===== config.mk =====
export PLATFORM = sky130hd
export DESIGN_NAME = seg_scan_capture
export DESIGN_NICKNAME = d
export VERILOG_FILES = /design/src/rtl/seg_scan_capture.sv
export SDC_FILE = /design/constraint.sdc
export NUM_CORES = 1
export LEC_CHECK = 0
export ABC_AREA = 1
export CAP_MARGIN = 20
export CORE_ASPECT_RATIO = 0.8
export CORE_MARGIN = 8
export CORE_UTILIZATION = 52
export CTS_BUF_LIST = sky130_fd_sc_hd__clkbuf_4
export CTS_CLUSTER_SIZE = 28
export DETAILED_ROUTE_END_ITERATION = 6
export GPL_ROUTABILITY_DRIVEN = 0
export GPL_TIMING_DRIVEN = 1
export MAX_ROUTING_LAYER = met4
export PLACE_DENSITY = 0.89
export SETUP_SLACK_MARGIN = 0.3
export SKIP_LAST_GASP = 1
export SLEW_MARGIN = 5
export SYNTH_ARGS = -nofsm -noshare
export SYNTH_HDL_FRONTEND = slang
export SYNTH_SLANG_ARGS = --single-unit

===== constraint.sdc =====
create_clock -name clk -period 1.7 [get_ports clk]
set_input_delay 0.34 -clock clk [delete_from_list [all_inputs] [get_ports clk]]
set_output_delay 0.34 -clock clk [all_outputs]
set_load 0.01 [all_outputs]

===== src/rtl/seg_scan_capture.sv =====
`timescale 1ns/1ps
// Purpose: decode a multiplexed 4-digit 7-segment bus back to BCD, one value per digit.
// Latency: capture visible right after the edge taking the STABLE_CYC-th identical sample.
// Backpressure: none; passive bus monitor, every cycle is sampled.
//
// Ports:
//   clk, rst_n   - clock (rising edge) and async active-low reset
//   seg_in[0:6]  - segment lines a..g, active-high (seg_in[0] = a)
//   dig_sel[0:3] - one-hot digit select, all-zero = blank
//   bcd_out      - captured digits, digit i at [4i+3:4i]
//   dig_err      - bit i set when digit i's last capture was not a valid glyph
//   frame_valid  - one-cycle pulse when all four digits have been captured
//   sel_err      - one-cycle pulse after sampling a dig_sel with 2+ bits set
module seg_scan_capture #(
  parameter int unsigned STABLE_CYC = 4
) (
  input  logic        clk,
  input  logic        rst_n,
  input  logic [0:6]  seg_in,
  input  logic [0:3]  dig_sel,
  output logic [15:0] bcd_out,
  output logic [3:0]  dig_err,
  output logic        frame_valid,
  output logic        sel_err
);

  localparam logic [7:0] STABLE_N = STABLE_CYC[7:0];

  typedef enum logic [1:0] {
    IDLE  = 2'd0,
    DWELL = 2'd1,
    HELD  = 2'd2
  } state_t;

  state_t      state, state_nxt;
  logic [7:0]  cnt, cnt_nxt;
  logic [0:3]  prev_sel;
  logic [0:6]  prev_seg;
  logic [3:0]  seen;

  logic [2:0]  sel_pop;
  logic        one_hot;
  logic        multi_sel;
  logic        same;
  logic        cap;
  logic [1:0]  dig_idx;
  logic [3:0]  dec_bcd;
  logic        dec_err;
  logic [3:0]  seen_upd;

  // Select classification and digit index.
  always_comb begin
    sel_pop = 3'd0;
    dig_idx = 2'd0;
    for (int i = 0; i < 4; i++) begin
      sel_pop = sel_pop + {2'b00, dig_sel[i]};
      if (dig_sel[i]) dig_idx = 2'(i);
    end
  end

  assign one_hot   = (sel_pop == 3'd1);
  assign multi_sel = (sel_pop >= 3'd2);
  assign same      = (dig_sel == prev_sel) && (seg_in == prev_seg);

  // Glyph to BCD; vector order is a..g from MSB to LSB.
  always_comb begin
    dec_err = 1'b0;
    case (seg_in)
      7'b1111110: dec_bcd = 4'd0;
      7'b0110000: dec_bcd = 4'd1;
      7'b1101101: dec_bcd = 4'd2;
      7'b1111001: dec_bcd = 4'd3;
      7'b0110011: dec_bcd = 4'd4;
      7'b1011011: dec_bcd = 4'd5;
      7'b1011111: dec_bcd = 4'd6;
      7'b1110000: dec_bcd = 4'd7;
      7'b1111111: dec_bcd = 4'd8;
      7'b1111011: dec_bcd = 4'd9;
      default: begin
        dec_bcd = 4'hF;
        dec_err = 1'b1;
      end
    endcase
  end

  // FSM state register.
  always_ff @(posedge clk or negedge rst_n) begin
    if (!rst_n) begin
      state <= IDLE;
      cnt   <= 8'd0;
    end else begin
      state <= state_nxt;
      cnt   <= cnt_nxt;
    end
  end

  // Next state. A new one-hot sample (from any state) opens a dwell at count 1;
  // with STABLE_CYC=1 that first sample already completes the dwell.
  always_comb begin
    state_nxt = state;
    cnt_nxt   = cnt;
    cap       = 1'b0;
    if (!one_hot) begin
      state_nxt = IDLE;
      cnt_nxt   = 8'd0;
    end else if (state != IDLE && same) begin
      if (state == DWELL) begin
        cnt_nxt = cnt + 8'd1;
        if (cnt_nxt == STABLE_N) begin
          cap       = 1'b1;
          state_nxt = HELD;
        end
      end
      // HELD with an unchanged sample: one capture per dwell, nothing to do.
    end else begin
      cnt_nxt = 8'd1;
      if (STABLE_N == 8'd1) begin
        cap       = 1'b1;
        state_nxt = HELD;
      end else begin
        state_nxt = DWELL;
      end
    end
  end

  assign seen_upd = seen | (4'b0001 << dig_idx);

  // Sample history, captured digits and frame tracking.
  always_ff @(posedge clk or negedge rst_n) begin
    if (!rst_n) begin
      prev_sel    <= 4'b0000;
      prev_seg    <= 7'b0000000;
      bcd_out     <= 16'h0000;
      dig_err     <= 4'b0000;
      seen        <= 4'b0000;
      frame_valid <= 1'b0;
      sel_err     <= 1'b0;
    end else begin
      prev_sel    <= dig_sel;
      prev_seg    <= seg_in;
      sel_err     <= multi_sel;
      frame_valid <= 1'b0;
      if (cap) begin
        bcd_out[{dig_idx, 2'b00} +: 4] <= dec_bcd;
        dig_err[dig_idx]               <= dec_err;
        // The completing bit is dropped so the next frame starts empty.
        if (seen_upd == 4'b1111) begin
          seen        <= 4'b0000;
          frame_valid <= 1'b1;
        end else begin
          seen <= seen_upd;
        end
      end
    end
  end

endmodule


Yosys cells after proc, flatten, opt, wreduce, memory -nomap -nowiden
Index checks and enable logic that the tools add are counted.

word-level totals
  register bits after elaboration = 47
  bits in latches = 0
  bits in writable memories = 0
  ROM bits = 0
  input bits = 13
  output and inout port bits = 22
  word-level logic and storage cells = 68
  memories = 0

cells by class
  add/sub/neg operators = 5
  multiply operators = 0
  div/mod/pow operators = 0
  $lt $le $gt $ge = 3
  equal/unequal tests = 18
  shift operators = 3
  muxes and demuxes = 23
  bitwise operators = 1
  reduce and logical (&&, ||, !) cells = 6

operators by type and width
  cell                                                   count
  == test 7 bit, second input constant                   8
  one-hot mux 4 bit (10 select lines)                    1
  two-way mux 8 bit                                      3
  bitwise mux 16 bit                                     1
  variable shift 4 x 6 -> 16 bit, first input constant   1
  indexed part select 4 x 6 -> 16 bit                    1
  == test 7 x 6 -> 1 bit, second input constant          2
  two-way mux 2 bit                                      6
  OR reduction 10 bit                                    1
  two-way mux 1 bit                                      9
  adder 8 x 1 -> 8 bit, second input constant            1
  == test 8 x 3 -> 1 bit, second input constant          1
  == test 7 bit                                          1
  inequality test 3 x 2 -> 1 bit, second input constant  2
  negation 4 -> 6 bit                                    1
  bitwise mux 4 bit                                      1
  == test 4 bit                                          1
  == test 4 bit, second input constant                   1
  two-way mux 4 bit                                      1
  bitwise OR 4 bit                                       1
  << shifter 1 x 2 -> 4 bit, first input constant        1
  adder 2 x 1 -> 3 bit                                   1
  adder 3 x 1 -> 3 bit                                   1
  == test 3 x 1 -> 1 bit, second input constant          1
  other kinds (9)                                        11

Longest topological paths before layout
Gate-level depths: netlist (run 1).

  word-level depth = 8
  depth in mapped cells = 13
  mapped depth without buffers = 13

Least setup slack after synthesis (run 1)
No wires, ideal clock.

  kind = input to register
  start point = input port dig_sel[3] (netlist name)
  end point = register bcd_out[14]
  library setup time = 118 ps
  data arrival time = 2,494 ps
  data required time = 1,582 ps
  setup slack = -912 ps
  stages = 12
  path buffers = 0
  path through = inv_1 -> fa_1 -> inv_1 -> ha_1 -> inv_1 -> ha_1 -> nor3_1 -> nand4_2 -> nor2_8 -> nand2_1 -> nand2_1 -> nand2_1

between the ends
  longest elaborated chain between the ends = 5
  elaborated cells on any way between the ends = 12
  classes of those cells = add/sub: 2; eq/ne: 2; shift: 2; mux: 4; reduce/logical: 2

ends and longest elaborated chain
  what                                                                         line  source
  start, declared                                                              20    input logic [0:3] dig_sel,
  parallel branches: the longest is 5 deep, another holds negation 4 -> 6 bit  --
  end signal, assigned                                                         133   bcd_out <= 16'h0000;
  end signal, assigned by index                                                144   bcd_out[{dig_idx, 2'b00} +: 4] <= dec_bcd;
  end, declared                                                                21    output logic [15:0] bcd_out,

Several ways; the timed one is not identified.
A chain may end at the register's enable or synchronous reset.

Worst setup path after layout (run 1)
  start point = input port dig_sel[2] (netlist name)
  end point = register bcd_out[6]

between the ends
  longest elaborated chain between the ends = 5
  elaborated cells on any way between the ends = 14
  classes of those cells = add/sub: 3; eq/ne: 2; shift: 2; mux: 5; reduce/logical: 2

ends and longest elaborated chain
  what                                                             line
  two-way mux 2 bit / == test 4 bit (equally long branches)        57, 63
  two-way mux 2 bit / logical AND 1 bit (equally long branches)    57, 63
  negation 4 -> 6 bit / logical AND 1 bit (equally long branches)  144, 106
  indexed part select 4 x 6 -> 16 bit (tied with other cells)      144
  bitwise mux 16 bit / two-way mux 1 bit (equally long branches)   144, 103

Several ways; a longest one is shown, not always the timed one.

==> flow_summary.ini, run 1 <==
[status]
status = complete, but fails checks
violations = setup timing

[place]
dp_slack_ps = -1350
hpwl_mm = 4.98
io_buffers = 34

[synthesis]
synth.avg_cell_area_sq_um = 7.26
netlist_area_sq_mm = 0.00273
synthFlopType = dfrtp_1
synth-edff-count = 0
synth_top_area_share = 0.431
synth_area_leaders = dfrtp_1 43%, nand2_1 19%, inv_1 8.1%
ys_seq_elements = 47
synthDistinctLibCells = 27
syn_inst = 376
synth_common_cells = 137 x nand2_1, 59 x inv_1, 47 x dfrtp_1, 45 x nor2_1, 23 x nand3_1
synth_fp_nets = 404
synth_most_common_cell = nand2_1
synth_top_area_cell = dfrtp_1
yosysWarnings = 0
async_reset_ff_frac = 1.00
seq_area_frac_synth = 0.431

[power_and_ir_drop]
vdd_drop_max_mv = 0.480
p_int_mw = 1.49
combPwrFrac = 0.216
p_leak_nw = 2.10
p_sw_uw = 608
power.density_mw_per_mm2 = 529
pwr-share-clk = 0.231
p_sw_frac = 0.290
seq_power_share = 0.552

[critical_path]
critPathRequiredTime_ps = 1940
reg2reg_to = bcd_out[9]
crit_path_end = bcd_out[6]
startpoint_type = primary input
crit_fanout = 8
r2r_cells = 12
end_kind = register
path_class = in2reg
cp.arrival_ps = 2370
r2r_start = cnt[0]
rrSetupSlack_ps = -270
startpoint = dig_sel[2]

[global_route]
grt_pass1_vias = 2593
track_usage = 0.182
overflow = 0
grt_max_degree = 48
antenna_found_initial = 0
grt_pass1_wl_mm = 11.5

[cts]
clock_path_buffers = 2
clkSinkCount = 47
cts_root_buf = clkbuf_4
cts_tree = built
htree_levels = 2
clkLatencyLatePin_ps = 350
numCtsBuffers = 5
clk_pin_slew_ps = 130

[die]
initial_core_util = 0.542
num_rows = 23
die_area_sq_mm = 0.00784
coreArea_sq_mm = 0.00504
io_pins = 35
die_w_um = 97.0
die_y_um = 80.8

[timing]
slew_viol_final = 0
tightest_slew_ps = 369
fin_crit_sh = 1.25
tns_ps = -11450
setup_violations = 34
fmax_mhz = 471
finalClockSkew_ps = 6.60
maxSlewHeadroom = 0.748
finalHoldViolCount = 0
rsz0062_at_grt = yes
setup_slack_ps = -422
period_needed_ps = 2120

[final_layout]
areaGrowthSynthToFinish_pct = 45.3
fill_cells = 315
antennaDiodeCount = 0
fin_nets = 508
drive_gt1_frac = 0.302

[detailed_routing]
vias = 2709
avgRoutedWirePerCell_um = 13.2
drt_iter0_drc = 166
totalWireLength_mm = 7.15
via_per_inst = 5.00
dr.pass1.iters = 4
drc = 0
drtAntennaViolNets = 0

[min_path]
worst_hold_path_type = in2reg

[flow_run]
max_cap_violations = 0
## through the flow
stage / instance area [sq um] / power, mW / util / instances / hold slack, ps
after floorplan: 2790 / 1.38 / - / 376 / 44.4
after global placement: 3540 / 1.57 / 0.702 / 514 / 338
after detailed placement: 3540 / 1.59 / 0.702 / 514 / 342
after CTS: 3680 / 2.09 / 0.731 / 528 / 95.6
after global routing: 3970 / 2.21 / 0.788 / 542 / 74.1
final: 3970 / 2.10 / 0.788 / 542 / 107
## worst min path at each step
stage,start,to,slack (ps),cells past startpoint
detailed placement,rst_n,bcd_out[5],340,2
CTS,dig_sel[0],prev_sel[0],100,1
finish,dig_sel[0],prev_sel[0],110,1
global route,dig_sel[0],prev_sel[0],70,1
global placement,rst_n,bcd_out[4],340,2
floorplan,rst_n,bcd_out[0],40,0
## timing repair
item	CTS	global route
endpoints found under the hold margin	47	0
pin swaps	17	23
gates resized for setup	62	64
hold buffers	1	0
endpoints found under the setup margin	58	55
setup buffers	5	14
cloned	1	0
## layout by cell type (no fill, tap or decap), types with 2 or more instances in the layout
master,n
a21oi_1,7
buf_12,2
buf_4,58
buf_6,5
clkbuf_2,2
clkbuf_4,5
clkdlybuf4s15_1,18
clkdlybuf4s50_1,8
dfrtp_1,47
dlygate4sd2_1,2
ha_1,10
ha_2,2
ha_4,2
inv_1,52
inv_2,5
nand2_1,108
nand2_2,24
nand2_4,8
nand2_8,2
nand3_1,22
nand4_1,2
nor2_1,35
nor2_2,6
nor2_4,7
nor3_1,2
o21ai_1,13
o21ai_2,5
## area by class of cell
cell class,instances,area [sq um],area share
clock buffers,5,37.5,0.00946
clock inverters,2,8.76,0.00221
inverters,59,231,0.0583
multi-input cells,269,1590,0.400
flip-flops and latches,47,1180,0.296
well taps,62,77.6,0.0195
repair buffers,98,850,0.214
## state kept, by name, summed over array words and instances, names as in the netlist
| register | cells |
|---|---|
| frame_valid | 1 |
| bcd_out | 16 |
| dig_err | 4 |
| seen | 4 |
| state | 2 |
| sel_err | 1 |
| prev_sel | 4 |
| prev_seg | 7 |
| cnt | 8 |
## per-layer routing
metal	track usage	wire length [um]	vias up
li1	-	-	1355
met1	0.209	2990	1247
met2	0.312	3580	84
met3	0.0381	403	23
met4	0.0628	180	0
met5	-	0	-
## power groups by stage
stage / Sequential [mW] / Clock, mW / Combinational [mW]
finish: 1.16 / 0.485 / 0.455
global route: 1.16 / 0.550 / 0.500
CTS: 1.16 / 0.501 / 0.431
detailed placement: 1.18 / 0 / 0.412
global placement: 1.18 / 0 / 0.397
floorplan: 1.18 / 0 / 0.203
## worst max-delay path, cell delays in order
cell	delay, ps
buf_8	80
inv_4	30
fa_1	520
inv_1	40
ha_2	180
inv_2	70
ha_4	210
nor3_4	170
nand4_4	180
nor2_8	300
nand2_8	110
nand2_2	80
o21ai_1	60
## cells by family (layout without fill, tap and decap cells)
group,after synthesis,count (layout),synth area share
xor+xnor,2,2,0.00641
simple gates,222,223,0.346
fa+ha+maj,15,15,0.0715
flops,47,47,0.431
buf+inv,61,164,0.0838
compound gates,29,29,0.0618
(Power assumes the default switching activity.)
==> run 2, diff against run 1 <==
GPL_TIMING_DRIVEN = 0   (was 1)
HOLD_SLACK_MARGIN = 0.03   (was not set)
==> run 2 against run 1 <==
  * The run still ends with setup timing left
  * Worst setup slack improved by 15 ps
  * Global-route usage increased by 0.51 points
  * Register-to-register slack got worse by 70 ps
  * Critical path depth increased by 1
  * Clock skew increased by 14 ps
  * Worst hold slack got worse by 45 ps
  * Die area unchanged
  * Clock-buffer cell count unchanged
  * Routed wire length increased by 0.84%
  * Core utilization decreased by 3.8 points
  * Cell count decreased by 5.0%
  * Largest cell class unchanged
  * Largest power group unchanged
==> flow_summary.ini, run 2 (synthesis gave the netlist of run 1 again) <==
[global_route]
grt_pass1_wl_mm = 11.9
antenna_found_initial = 0
track_usage = 0.187
grt_pass1_vias = 2552
overflow = 0
grt_max_degree = 26

[place]
hpwl_mm = 4.54
dp_slack_ps = -1450
io_buffers = 34
place_inst = 473

[timing]
fmax_mhz = 475
tightest_slew_ps = 596
finalClockSkew_ps = 20.7
maxSlewHeadroom = 0.603
fin_crit_sh = 1.24
period_needed_ps = 2110
tns_ps = -11200
finalHoldViolCount = 0
slew_viol_final = 0
setup_violations = 33
setup_slack_ps = -407
rsz0062_at_grt = yes

[critical_path]
rrSetupSlack_ps = -340
reg2reg_to = bcd_out[6]
cp.arrival_ps = 2410
cpMaxStageDelayCell = fa_1
critPathRequiredTime_ps = 2000
crit_fanout = 8
crit_path_end = bcd_out[3]
path_buf_inv = 5
crit_path_max_incr_delay_ps = 520
path_class = in2reg
r2r_cells = 13
startpoint = dig_sel[3]
r2r_start = cnt[0]
end_kind = register
path_cells = buf_8 > inv_4 > fa_1 > inv_1 > ha_2 > inv_2 > ha_4 > nor3_4 > nand4_4 > buf_12 > nor2_8 > nand2_8 > nand2_2 > o21ai_2
cp.depth = 14
cp_top_family = adder cells
startpoint_type = primary input

[final_layout]
regMostFlops = bcd_out
postLayoutCoreUtil = 0.750
final_cells = 515
layout_commonest_cell = nand2_1
reg_top3 = bcd_out x16, cnt x8, prev_seg x7
final_cell_mix = 114 x nand2_1, 51 x inv_1, 47 x dfrtp_1
fill_cells = 332
antennaDiodeCount = 0
drive_gt1_frac = 0.296
areaGrowthSynthToFinish_pct = 38.3
largest_register_ffs = 16
fin_nets = 480

[power_and_ir_drop]
power_mw = 2.39
p_leak_nw = 2.00
power.density_mw_per_mm2 = 634
vdd_drop_max_mv = 0.694

[cts]
clk_pin_slew_ps = 150
htree_levels = 2
cts_root_buf = clkbuf_4
clkLatencyLatePin_ps = 380
cts_tree = built
clkSinkCount = 47
clock_path_buffers = 2
numCtsBuffers = 5

[die]
io_pins = 35
coreArea_sq_mm = 0.00504
die_area_sq_mm = 0.00784
num_rows = 23
die_y_um = 80.8
die_w_um = 97.0
initial_core_util = 0.542

[detailed_routing]
drtAntennaViolNets = 0
vias = 2673
drc = 0
dr.pass1.iters = 5
avgRoutedWirePerCell_um = 14.0
totalWireLength_mm = 7.21
via_per_inst = 5.19
drt_iter0_drc = 228

[status]
violations = setup timing
status = complete, but fails checks

[min_path]
worst_hold_path_type = in2reg
hold_path_depth = 1

[flow_run]
max_cap_violations = 0
## run 2: worst min path at each step
stage / start / end / slack [ps]
after floorplan: rst_n / bcd_out[0] / 40
after global placement: bcd_out[0] / bcd_out[0] / 470
after detailed placement: rst_n / bcd_out[2] / 380
after CTS: dig_sel[2] / prev_sel[2] / 50
after global routing: dig_sel[2] / prev_sel[2] / 50
final: dig_sel[2] / prev_sel[2] / 60
## run 2: metal layers
metal,GRT usage,up-vias,share of wire
li1,-,1306,-
met1,0.220,1253,0.42
met2,0.313,99,0.51
met3,0.0390,15,0.058
met4,0.0674,0,0.019
met5,-,-,0
## run 2: report_power, final
part	internal [mW]	switching (mW)	total (mW)
clock	0.457	0.381	0.838
combinational	0.147	0.249	0.396
sequential	1.14	0.0169	1.16
total	1.75	0.647	2.39
## run 2: final cells by class
type | count | area (sq um) | area share
Buffer | 2 | 7.51 | 0.00199
Clock buffer | 5 | 37.5 | 0.00993
Clock inverter | 3 | 67.6 | 0.0179
Inverter | 59 | 231 | 0.0613
Multi-Input combinational cell | 269 | 1590 | 0.420
Sequential cell | 47 | 1180 | 0.311
Tap cell | 62 | 77.6 | 0.0205
Timing Repair Buffer | 68 | 596 | 0.158
## run 2: what timing repair did
| item | in CTS | in global routing |
|---|---|---|
| endpoints found under the setup margin | 58 | 55 |
| setup buffers | 23 | 9 |
| gates resized for setup | 95 | 52 |
| hold buffers | 1 | 0 |
| endpoints found under the hold margin | 24 | 0 |
| pin swaps | 22 | 15 |
| gates cloned | 1 | 0 |
## run 2: through the flow
step / instance area [sq um] / hold WS (ps)
2_1_floorplan: 2790 / 44.4
4_1_cts: 3660 / 54.9
6_report: 3780 / 62.8
3_3_place_gp: 3210 / 467
3_5_place_dp: 3230 / 380
5_1_grt: 3780 / 45.3
==> run 3, diff against run 2 <==
RECOVER_POWER = 50   (was not set)
==> run 3 against run 2 <==
  * The run still ends with setup timing left
  * Clock skew about the same
  * Worst setup slack gained 4.0 ps
  * Sequential share of layout area grew 0.48 points
  * Non-clock buffer count stayed put
  * Global-route usage unchanged
  * Power shrank 0.53%
  * Core utilization decreased by 1.1 points
  * Critical path depth unchanged
  * Register-to-register slack about the same
  * Largest cell class unchanged
  * Critical path type unchanged
==> flow_summary.ini, run 3 (synthesis gave the netlist of run 1 again) <==
[global_route]
grt_pass1_vias = 2552
grt_pass1_wl_mm = 11.9
antenna_found_initial = 0
track_usage = 0.187
overflow = 0
grt_max_degree = 26

[timing]
fin_crit_sh = 1.24
setup_slack_ps = -403
tns_ps = -11110
fmax_mhz = 476
maxSlewHeadroom = 0.599
setup_violations = 33
rsz0062_at_grt = yes
tightest_slew_ps = 602
period_needed_ps = 2100
slew_viol_final = 0
finalClockSkew_ps = 21.0
finalHoldViolCount = 0

[cts]
cts_tree = built
cts_root_buf = clkbuf_4
clkLatencyLatePin_ps = 380
clock_path_buffers = 2
numCtsBuffers = 5
clkSinkCount = 47
htree_levels = 2
clk_pin_slew_ps = 150

[die]
die_y_um = 80.8
die_w_um = 97.0
die_area_sq_mm = 0.00784
io_pins = 35
coreArea_sq_mm = 0.00504
num_rows = 23
initial_core_util = 0.542

[final_layout]
layout_commonest_cell = nand2_1
drive_gt1_frac = 0.296
areaGrowthSynthToFinish_pct = 36.2
fin_nets = 480
reg_top3 = bcd_out x16, cnt x8, prev_seg x7
regMostFlops = bcd_out
final_cell_mix = 114 x nand2_1, 51 x inv_1, 47 x dfrtp_1
fill_cells = 342
fin_area_sq_mm = 0.00372
largest_register_ffs = 16
antennaDiodeCount = 0

[flow_run]
max_cap_violations = 0

[detailed_routing]
drt_iter0_drc = 222
via_per_inst = 5.24
avgRoutedWirePerCell_um = 14.1
totalWireLength_mm = 7.26
vias = 2699
dr.pass1.iters = 5
drtAntennaViolNets = 0
drc = 0

[critical_path]
cp.arrival_ps = 2400
end_kind = register
r2r_start = cnt[0]
startpoint_type = primary input
startpoint = dig_sel[3]
critPathRequiredTime_ps = 2000
rrSetupSlack_ps = -350
crit_fanout = 8
path_class = in2reg

[place]
place_area_sq_mm = 0.00323
io_buffers = 34
hpwl_mm = 4.54

[power_and_ir_drop]
power.density_mw_per_mm2 = 640
p_leak_nw = 1.95
vdd_drop_max_mv = 0.694

[min_path]
worst_hold_path_type = in2reg
min_from = dig_sel[2]

[status]
violations = setup timing
status = complete, but fails checks
==> run 3: cell types whose count changed in the layout (fill, tap and decap cells not counted), sizes merged <==
cell	delta
clkbuf	+6
dlymetal6s2s	-4
clkdlybuf4s50	-3
dlygate4sd3	+3
buf	-2
==> run 3: area by class of cell <==
| type | instances | area [sq um] | share of cell area |
|---|---|---|---|
| plain buffers | 2 | 7.51 | 0.00202 |
| clock buffers | 5 | 37.5 | 0.0101 |
| clock inverters | 3 | 67.6 | 0.0182 |
| inverters | 59 | 231 | 0.0622 |
| multi-input cells | 269 | 1590 | 0.426 |
| flip-flops and latches | 47 | 1180 | 0.316 |
| well taps | 62 | 77.6 | 0.0208 |
| repair buffers | 68 | 538 | 0.145 |
==> run 3: per-layer routing <==
layer,up-vias,wire [um],part of all wire,global-route usage
met5,-,0,0,-
met4,0,193,0.027,0.0674
met3,23,482,0.066,0.0390
met2,117,3610,0.50,0.313
met1,1252,2980,0.41,0.220
li1,1307,-,-,-
==> run 3: metrics by stage <==
stage	setup WS (ps)	utilization	instances	power, mW	hold slack, ps
2_1_floorplan	-620	-	376	1.38	44.4
3_3_place_gp	-1400	0.637	472	1.49	467
3_5_place_dp	-1450	0.641	473	1.51	380
4_1_cts	-426	0.728	506	2.37	54.9
5_1_grt	-466	0.739	515	2.48	45.3
6_report	-403	0.739	515	2.38	63.3
==> run 3: repair_timing <==
action | CTS | global route
setup buffers | 23 | 9
pin swaps | 22 | 15
endpoints found under the setup margin | 58 | 55
endpoints found under the hold margin | 24 | 0
gates resized for setup | 95 | 52
gates cloned | 1 | 0
hold buffers | 1 | 0
==> run 3: path summary, 6_finish.rpt <==
check	to	depth (start not counted)
min in group asynchronous	bcd_out[2]	2
min	prev_sel[2]	1
max in group asynchronous	prev_sel[2]	3
max reg2reg	bcd_out[6]	13
max	bcd_out[3]	14
min reg2reg	dig_err[2]	2
==> run 3: worst max-delay path, cell delays in order <==
cell and delay, ps:
buf_8 80, inv_4 30, fa_1 520, inv_1 40
ha_2 180, inv_2 60, ha_4 200, nor3_4 170
nand4_4 160, buf_12 170, nor2_8 200, nand2_8 110
nand2_2 90, o21ai_2 50
==> run 3: power breakdown <==
group | internal (mW) | switching, mW | total [mW] | leakage (nW)
combinational | 0.134 | 0.249 | 0.383 | 1.29
sequential | 1.14 | 0.0168 | 1.16 | 0.605
clock | 0.457 | 0.381 | 0.838 | 0.0514
total | 1.74 | 0.647 | 2.38 | 1.95
